File: config.mk
export PLATFORM = sky130hd
export DESIGN_NAME = bmp_loader
export DESIGN_NICKNAME = d
export VERILOG_FILES = /design/src/rtl/bmp_loader.sv
export SDC_FILE = /design/constraint.sdc
export NUM_CORES = 1
export LEC_CHECK = 0
export ABC_AREA = 1
export CAP_MARGIN = 20
export CORE_ASPECT_RATIO = 1.2
export CORE_MARGIN = 2
export CORE_UTILIZATION = 50
export DETAILED_ROUTE_END_ITERATION = 10
export PLACE_DENSITY_LB_ADDON = 0.1
export SLEW_MARGIN = 30
export SYNTH_ARGS = -nofsm -noshare
export SYNTH_HDL_FRONTEND = slang
export SYNTH_SLANG_ARGS = --single-unit
File: constraint.sdc
create_clock -name clk_sys -period 2.76 [get_ports clk_sys]
set_clock_uncertainty 0.05 [all_clocks]
set_input_delay 0.828 -clock clk_sys [delete_from_list [all_inputs] [get_ports clk_sys]]
set_output_delay 0.828 -clock clk_sys [all_outputs]
set_load 0.05 [all_outputs]
File: src/rtl/bmp_loader.sv
// bmp_loader: parses a 24-bit BMP arriving byte by byte over the ioctl
// download port and writes each pixel as a 32-bit word into a line-pitched
// framebuffer through a toggle-handshake SDRAM write port.
//
// Handshake: a write is requested by toggling mem_req with mem_addr and
// mem_data updated on the same edge; it is outstanding while
// mem_req != mem_ack and completes when the memory side makes mem_ack equal
// to mem_req. Address and data are held stable for the whole outstanding
// period. A new pixel completing while a write is outstanding is an overrun.
module bmp_loader #(
  parameter int LINE_SHIFT = 9,
  parameter int MAX_W      = 512,
  parameter int MAX_H      = 312
) (
  input  logic        clk_sys,
  input  logic        reset,
  input  logic        ioctl_download,
  input  logic        ioctl_wr,
  input  logic [24:0] ioctl_addr,
  input  logic [7:0]  ioctl_dout,
  output logic        mem_req,
  input  logic        mem_ack,
  output logic [21:0] mem_addr,
  output logic [31:0] mem_data,
  output logic        bmp_valid,
  output logic        bmp_error,
  output logic [9:0]  bmp_width,
  output logic [8:0]  bmp_height
);

  typedef enum logic [2:0] {
    IDLE   = 3'd0,
    HEADER = 3'd1,
    PIXELS = 3'd2,
    PAD    = 3'd3,
    DONE   = 3'd4,
    ERROR  = 3'd5
  } state_t;

  localparam logic [15:0] MAX_W16 = 16'(MAX_W);
  localparam logic [15:0] MAX_H16 = 16'(MAX_H);

  state_t      state_q, state_d;
  logic        dl_q, dl_d;
  logic [7:0]  sig0_q, sig0_d, sig1_q, sig1_d;
  logic [23:0] offset_q, offset_d;
  logic [15:0] width_q, width_d, height_q, height_d;
  logic [7:0]  bpp_lo_q, bpp_lo_d;
  logic        checked_q, checked_d;
  logic [15:0] x_q, x_d, row_q, row_d;
  logic [1:0]  byte_idx_q, byte_idx_d;
  logic [1:0]  pad_q, pad_d;
  logic [7:0]  b_q, b_d, g_q, g_d;
  logic        mem_req_q, mem_req_d;
  logic [21:0] mem_addr_q, mem_addr_d;
  logic [31:0] mem_data_q, mem_data_d;
  logic        valid_q, valid_d, error_q, error_d;
  logic [9:0]  bmp_width_q, bmp_width_d;
  logic [8:0]  bmp_height_q, bmp_height_d;

  logic        rise, fall, stb, take, row_done, bad;
  logic [15:0] bpp_full;

  // Next-state and datapath: download edges, header capture, pixel assembly.
  always_comb begin
    state_d      = state_q;
    dl_d         = ioctl_download;
    sig0_d       = sig0_q;
    sig1_d       = sig1_q;
    offset_d     = offset_q;
    width_d      = width_q;
    height_d     = height_q;
    bpp_lo_d     = bpp_lo_q;
    checked_d    = checked_q;
    x_d          = x_q;
    row_d        = row_q;
    byte_idx_d   = byte_idx_q;
    pad_d        = pad_q;
    b_d          = b_q;
    g_d          = g_q;
    mem_req_d    = mem_req_q;
    mem_addr_d   = mem_addr_q;
    mem_data_d   = mem_data_q;
    valid_d      = valid_q;
    error_d      = error_q;
    bmp_width_d  = bmp_width_q;
    bmp_height_d = bmp_height_q;
    rise         = ioctl_download & ~dl_q;
    fall         = ~ioctl_download & dl_q;
    stb          = ioctl_wr & ioctl_download;
    take         = 1'b0;
    row_done     = 1'b0;
    bpp_full     = {ioctl_dout, bpp_lo_q};
    bad          = (sig0_q != 8'h42) || (sig1_q != 8'h4D) || (bpp_full != 16'd24) ||
                   (offset_q < 24'd54) || (width_q == 16'd0) || (width_q > MAX_W16) ||
                   (height_q == 16'd0) || (height_q > MAX_H16);

    if (rise) begin
      // A new download restarts everything; a strobe in this cycle is dropped.
      state_d    = HEADER;
      valid_d    = 1'b0;
      error_d    = 1'b0;
      sig0_d     = 8'd0;
      sig1_d     = 8'd0;
      offset_d   = 24'd0;
      width_d    = 16'd0;
      height_d   = 16'd0;
      bpp_lo_d   = 8'd0;
      checked_d  = 1'b0;
      x_d        = 16'd0;
      row_d      = 16'd0;
      byte_idx_d = 2'd0;
      pad_d      = 2'd0;
    end else begin
      case (state_q)
        HEADER: begin
          if (fall) begin
            state_d = ERROR;
            error_d = 1'b1;
          end else if (stb) begin
            if (checked_q && (ioctl_addr == {1'b0, offset_q})) begin
              state_d = PIXELS;
              take    = 1'b1;
            end else begin
              case (ioctl_addr)
                25'd0:  sig0_d            = ioctl_dout;
                25'd1:  sig1_d            = ioctl_dout;
                25'd10: offset_d[7:0]     = ioctl_dout;
                25'd11: offset_d[15:8]    = ioctl_dout;
                25'd12: offset_d[23:16]   = ioctl_dout;
                25'd18: width_d[7:0]      = ioctl_dout;
                25'd19: width_d[15:8]     = ioctl_dout;
                25'd22: height_d[7:0]     = ioctl_dout;
                25'd23: height_d[15:8]    = ioctl_dout;
                25'd28: bpp_lo_d          = ioctl_dout;
                25'd29: begin
                  bmp_width_d  = width_q[9:0];
                  bmp_height_d = height_q[8:0];
                  if (bad) begin
                    state_d = ERROR;
                    error_d = 1'b1;
                  end else begin
                    checked_d = 1'b1;
                  end
                end
                default: ;
              endcase
            end
          end
        end
        PIXELS: begin
          if (fall) begin
            state_d = ERROR;
            error_d = 1'b1;
          end else if (stb) begin
            take = 1'b1;
          end
        end
        PAD: begin
          if (fall) begin
            state_d = ERROR;
            error_d = 1'b1;
          end else if (stb) begin
            if (pad_q == 2'd1) row_done = 1'b1;
            else pad_d = pad_q - 2'd1;
          end
        end
        DONE: begin
          if (!ioctl_download) valid_d = 1'b1;
        end
        ERROR: error_d = 1'b1;
        default: ;
      endcase
    end

    if (take) begin
      case (byte_idx_q)
        2'd0: begin
          b_d        = ioctl_dout;
          byte_idx_d = 2'd1;
        end
        2'd1: begin
          g_d        = ioctl_dout;
          byte_idx_d = 2'd2;
        end
        default: begin
          byte_idx_d = 2'd0;
          if (mem_req_q != mem_ack) begin
            state_d = ERROR;
            error_d = 1'b1;
          end else begin
            mem_req_d  = ~mem_req_q;
            mem_addr_d = 22'((32'(row_q) << LINE_SHIFT) + 32'(x_q));
            mem_data_d = {8'h00, ioctl_dout, g_q, b_q};
            if (x_q == width_q - 16'd1) begin
              x_d = 16'd0;
              if (width_q[1:0] != 2'd0) begin
                state_d = PAD;
                pad_d   = width_q[1:0];
              end else begin
                row_done = 1'b1;
              end
            end else begin
              x_d = x_q + 16'd1;
            end
          end
        end
      endcase
    end

    if (row_done) begin
      if (row_q == height_q - 16'd1) begin
        state_d = DONE;
      end else begin
        row_d   = row_q + 16'd1;
        state_d = PIXELS;
      end
    end
  end

  // State register; reset samples the live download level so that a held
  // download is not mistaken for a fresh rising edge afterwards.
  always_ff @(posedge clk_sys) begin
    if (reset) begin
      state_q      <= IDLE;
      dl_q         <= ioctl_download;
      sig0_q       <= 8'd0;
      sig1_q       <= 8'd0;
      offset_q     <= 24'd0;
      width_q      <= 16'd0;
      height_q     <= 16'd0;
      bpp_lo_q     <= 8'd0;
      checked_q    <= 1'b0;
      x_q          <= 16'd0;
      row_q        <= 16'd0;
      byte_idx_q   <= 2'd0;
      pad_q        <= 2'd0;
      b_q          <= 8'd0;
      g_q          <= 8'd0;
      mem_req_q    <= 1'b0;
      mem_addr_q   <= 22'd0;
      mem_data_q   <= 32'd0;
      valid_q      <= 1'b0;
      error_q      <= 1'b0;
      bmp_width_q  <= 10'd0;
      bmp_height_q <= 9'd0;
    end else begin
      state_q      <= state_d;
      dl_q         <= dl_d;
      sig0_q       <= sig0_d;
      sig1_q       <= sig1_d;
      offset_q     <= offset_d;
      width_q      <= width_d;
      height_q     <= height_d;
      bpp_lo_q     <= bpp_lo_d;
      checked_q    <= checked_d;
      x_q          <= x_d;
      row_q        <= row_d;
      byte_idx_q   <= byte_idx_d;
      pad_q        <= pad_d;
      b_q          <= b_d;
      g_q          <= g_d;
      mem_req_q    <= mem_req_d;
      mem_addr_q   <= mem_addr_d;
      mem_data_q   <= mem_data_d;
      valid_q      <= valid_d;
      error_q      <= error_d;
      bmp_width_q  <= bmp_width_d;
      bmp_height_q <= bmp_height_d;
    end
  end

  assign mem_req    = mem_req_q;
  assign mem_addr   = mem_addr_q;
  assign mem_data   = mem_data_q;
  assign bmp_valid  = valid_q;
  assign bmp_error  = error_q;
  assign bmp_width  = bmp_width_q;
  assign bmp_height = bmp_height_q;

endmodule

# Word-level counts from Yosys, hierarchy flattened
# Cells that the tools add are included.
# Widths: inputs -> output; s select.
[classes]
addsub = 6
order_cmp = 3
eq_ne = 24
muxes = 64
n_bitwise = 12
reduce_logical = 33
[ops]
columns = ["operator", "n"]
rows = [
  ["$eq 25x5->1 const B", 6],
  ["$mux 16", 8],
  ["$eq 25x4->1 const B", 3],
  ["$reduce_and 5->1", 10],
  ["$mux 3", 14],
  ["$add 16x1->16 const B", 2],
  ["$eq 16x16->1", 2],
  ["$logic_not 16->1", 2],
  ["$sub 16x1->16 const B", 2],
  ["$mux 1", 26],
  ["$eq 25x1->1 const B", 1],
  ["$eq 25x24->1", 1],
  ["$logic_not 25->1", 1],
  ["$lt 24x6->1 const B", 1],
  ["$mux 2", 12],
  ["$add 22x16->22", 1],
  ["$gt 16x10->1 const B", 1],
  ["$gt 16x9->1 const B", 1],
  ["$ne 16x5->1 const B", 1],
  ["$ne 8x7->1 const B", 2],
  ["$reduce_and 6->1", 2],
  ["$not 1->1", 9],
  ["$logic_or 1x1->1", 7],
  ["$eq 3x2->1 const B", 2],
  ["16 further kinds", 25],
]
[totals]
ff_bits = 205
input_bits = 38
elab_cells = 168

# Depth between registers and ports, before layout
[logic_depth]
word_depth = 21
mapped_depth = 17
depth_no_buf = 17

# Least setup slack after synthesis
# OpenSTA, ideal clock, no wires.
[synth_timing]
kind = "input -> register"
from = "input port ioctl_addr[19]"
to = "register row_q[10]"
arrival_ps = 2290
required_time_ps = 2572
slack_ps = 282
cell_stages = 15
n_path_buf = 2
cell_sequence = "inv_1 > nand2_1 > o21ai_0 > nor2_1 > nand3_1 > nor2_1 > nand3_1 > nand2_2 > nand3_1 > buf_2 > nor2_1 > nand2_2 > buf_4 > nand3_1 > a21oi_2"
[synth_via]
elab_chain_len = 9
[synth_rtl]
columns = ["item", "line_no", "source"]
rows = [
  ["start: declaration", "19", "input logic [24:0] ioctl_addr,"],
  ["$eq 25x24->1", "121", "if (checked_q && (ioctl_addr == {1'b0, offset_q})) begin"],
  ["$logic_and 1x1->1", "121", ""],
  ["$mux 1", "121", ""],
  ["$mux 1", "120", "end else if (stb) begin"],
  ["$mux 1", "117", "if (fall) begin"],
  ["$pmux 1 s2", "115", "case (state_q)"],
  ["$mux 1", "98", "if (rise) begin"],
  ["$mux 1", "176", "if (take) begin"],
  ["$mux 16", "211", "if (row_done) begin"],
  ["end signal: assignment", "258", "row_q <= row_d;"],
  ["end: declaration", "50", "logic [15:0] x_q, x_d, row_q, row_d;"],
]
# No other way between the ends.
# A chain may end at the register's enable or synchronous reset.

# Final worst setup path
[layout_timing]
from = "register mem_addr_q[21] (netlist: mem_addr[21])"
to = "output port mem_addr[21]"
[layout_lines]
columns = ["item", "line_no", "source"]
rows = [
  ["start: declaration", "55", "logic [21:0] mem_addr_q, mem_addr_d;"],
  ["start signal: assignment", "264", "mem_addr_q <= mem_addr_d;"],
  ["end: declaration", "23", "output logic [21:0] mem_addr,"],
]
# No word-level cell between the ends.

==> results.json <==
{
  "post_cts_buffers": 0,
  "viasPerCell": 5.31,
  "path_clk_slew_ns": 0.07,
  "synth_area_leader_cell": "dfxtp_1",
  "drv_slew": 0,
  "maxCapViolations": 0,
  "power_density_nw_per_um2": 443,
  "switching_share": 0.235,
  "grt_util_all_layers": 0.282,
  "hp-start": "sig1_q[7]$_SDFFE_PP0P_",
  "io_pins": 114,
  "syn_area_per_cell_um2": 6.75,
  "critPathKind": "flip-flop to primary output",
  "multiInputGateArea_um2": 6100,
  "crit_arrival_ns": 1.79,
  "rsz0062_at_grt": "yes",
  "hold_violations": 0,
  "vias": 11500,
  "drive_above_1_share": 0.120,
  "crit_family": "buffers and inverters",
  "cts.sinks": 205,
  "tritoncts": "yes",
  "wl_um": 34600,
  "power_frac_clock": 0.475,
  "yosysSeqAreaShare": 0.359,
  "die_w_um": 142,
  "clk_path_buf_depth": 3,
  "crit_chain": "clkdlybuf4s50_1",
  "gr-total-overflow": 0,
  "place_area_um2": 13500,
  "nets": 1915,
  "r2r_cells": 13,
  "seqPwrFrac": 0.470,
  "fmax_ghz": 0.375,
  "cp-end-kind": "primary output",
  "tightest_slew_ns": 0.635,
  "fp.coreArea_um2": 22400,
  "slowest_delay_ns": 0.87,
  "status": "finished clean",
  "dp_hpwl_um": 24800,
  "initial_core_util": 0.509,
  "reg2reg_from": "row_q[0]$_SDFF_PP0_",
  "fp.dieH_um": 170,
  "holdPathStages": 2,
  "design.die.area_um2": 24100,
  "final_antenna_net_count": 0,
  "synth_cells": 1691,
  "wl_per_cell_um": 16.0,
  "yosys_register_bits": 205,
  "min_to": "sig1_q[7]$_SDFFE_PP0P_",
  "hold_path.class": "flip-flop to flip-flop",
  "min_period_over_period": 0.965,
  "start_kind": "flip-flop",
  "p_switching_uw": 1490,
  "nFillCells": 2104,
  "critPathMaxFanout": 2,
  "final_cell_area_um2": 14200,
  "syn-cell-area_um2": 11400,
  "clkLatencyLatePin_ns": 0.53,
  "grt_max_degree": 83,
  "port_buffers": 105,
  "cts_root_buffer": "clkbuf_16",
  "antenna_found_initial": 0,
  "r2r_slack_ns": 0.24,
  "power_leakage_uw": 0.00597,
  "critPathSlowestCell": "clkdlybuf4s50_1",
  "final_core_util": 0.634,
  "required_ns": 1.88,
  "intPower_uw": 4830,
  "drt_iter0_drc": 718,
  "ys.flop_type": "dfxtp_1",
  "route.detailed.drc": 0,
  "area_growth_pct": 24.6,
  "finalSetupViolations": 0,
  "ir_drop_mv": 0.392,
  "synth_edf_count": 0,
  "seq_area_um2": 4100,
  "grt_pass1_vias": 10600,
  "critPathBufInv": 1,
  "synthTopCellsByArea": "dfxtp_1 36%, nand2_1 11%, inv_1 7.2%",
  "first_pass_iters": 7,
  "slew_headroom": 0.576,
  "grt_pass1_wl_um": 54800,
  "ys_async_sr_fraction": 0,
  "fin_crit_ns": 2.66,
  "layout_common_cells": "345 x nand2_1, 217 x inv_1, 205 x dfxtp_1",
  "gp_congestion": 0.923,
  "htreeDepth": 1,
  "rr_endpoint": "mem_addr[21]$_SDFFE_PP0P_",
  "layout_commonest_cell": "nand2_1",
  "synth_cell_types": 47,
  "cts_hold_buf": 0,
  "rows": 60,
  "synth_top_area_frac": 0.359,
  "combPwrFrac": 0.056,
  "antenna_cells": 0,
  "cts_inserted_buffers": 22,
  "setup_tns_ns": 0,
  "synth_warnings": 0,
  "finalHoldWorstSlack_ns": 0.394
}
[Yosys cell counts, types with 9 or more instances]
cell type / n
ha_1: 13
nand3_1: 103
nor2_1: 183
buf_2: 23
nor2_2: 14
dfxtp_1: 205
buf_4: 13
nand4_1: 38
xnor2_1: 13
xor2_1: 51
nand3_2: 9
nand2_2: 13
clkbuf_1: 40
nand2_1: 345
inv_1: 218
a21oi_1: 152
a211oi_1: 56
o21ai_0: 113
inv_2: 9
nor3_1: 20
[power by group through the flow]
stage          Combinational (uW)  Sequential (uW)  Clock (uW)
2_1_floorplan                 173             3030           0
3_3_place_gp                  347             3030           0
3_5_place_dp                  346             3030           0
4_1_cts                       348             2960        3030
5_1_grt                       377             2960        3160
6_report                      351             2960        3000
[registers in the layout, summed over array words and instances (netlist names), 9 cells and up]
signal and cells:
offset_q 24, x_q 16, height_q 16, row_q 16, bmp_height 9, bmp_width 10
mem_addr 22, width_q 16, mem_data 24
[through the flow]
stage / setup slack, ns / instances / total power [uW]
6_report: 0.0967 / 2156 / 6310
5_1_grt: -0.0409 / 2156 / 6500
4_1_cts: 0.00628 / 2155 / 6350
3_5_place_dp: -0.513 / 2117 / 3380
3_3_place_gp: -0.440 / 2117 / 3380
2_1_floorplan: 0.282 / 1698 / 3200
[worst max path at each step]
stage / from / to / slack, ns / depth (start not counted)
floorplan: ioctl_addr[19] / row_q[10]$_SDFF_PP0_ / 0.28 / 15
global placement: ioctl_addr[19] / mem_addr[21]$_SDFFE_PP0P_ / -0.44 / 15
detailed placement: ioctl_addr[19] / mem_addr[4]$_SDFFE_PP0P_ / -0.51 / 14
CTS: ioctl_addr[3] / mem_addr[4]$_SDFFE_PP0P_ / 0.006 / 16
global route: ioctl_addr[3] / mem_addr[4]$_SDFFE_PP0P_ / -0.04 / 16
finish: mem_addr[21]$_SDFFE_PP0P_ / mem_addr[21] / 0.1 / 1
[layout make-up]
class                      instances  area share
clock buffer                      28      0.0424
inverter                         232      0.0615
multi-input combinational       1182       0.429
clock inverter                    10     0.00818
tap                              279      0.0245
sequential                       205       0.288
timing repair buffer             220       0.146
[kinds of logic after synthesis]
| family | count (synthesis) | synth area share |
|---|---|---|
| AND/OR/NAND/NOR | 753 | 0.295 |
| AO/OA/AOI/OAI | 342 | 0.168 |
| buffers and inverters | 311 | 0.111 |
| flip-flops | 205 | 0.359 |
| XOR/XNOR | 65 | 0.0505 |
| adder cells (fa/ha/maj) | 14 | 0.0160 |
| other | 1 | 0.000328 |
[what timing repair did]
item,in CTS,in global routing
gates cloned,0,1
resized for setup,1,9
pin swaps,0,0
endpoints found under the setup margin,1,85
[metal layers]
metal  global-route usage  part of all wire
met5                    0                 0
met1                0.377              0.45
met4               0.0757             0.022
met3               0.0316             0.059
met2                0.482              0.47
Note: power is estimated with default switching activity, not from simulation.
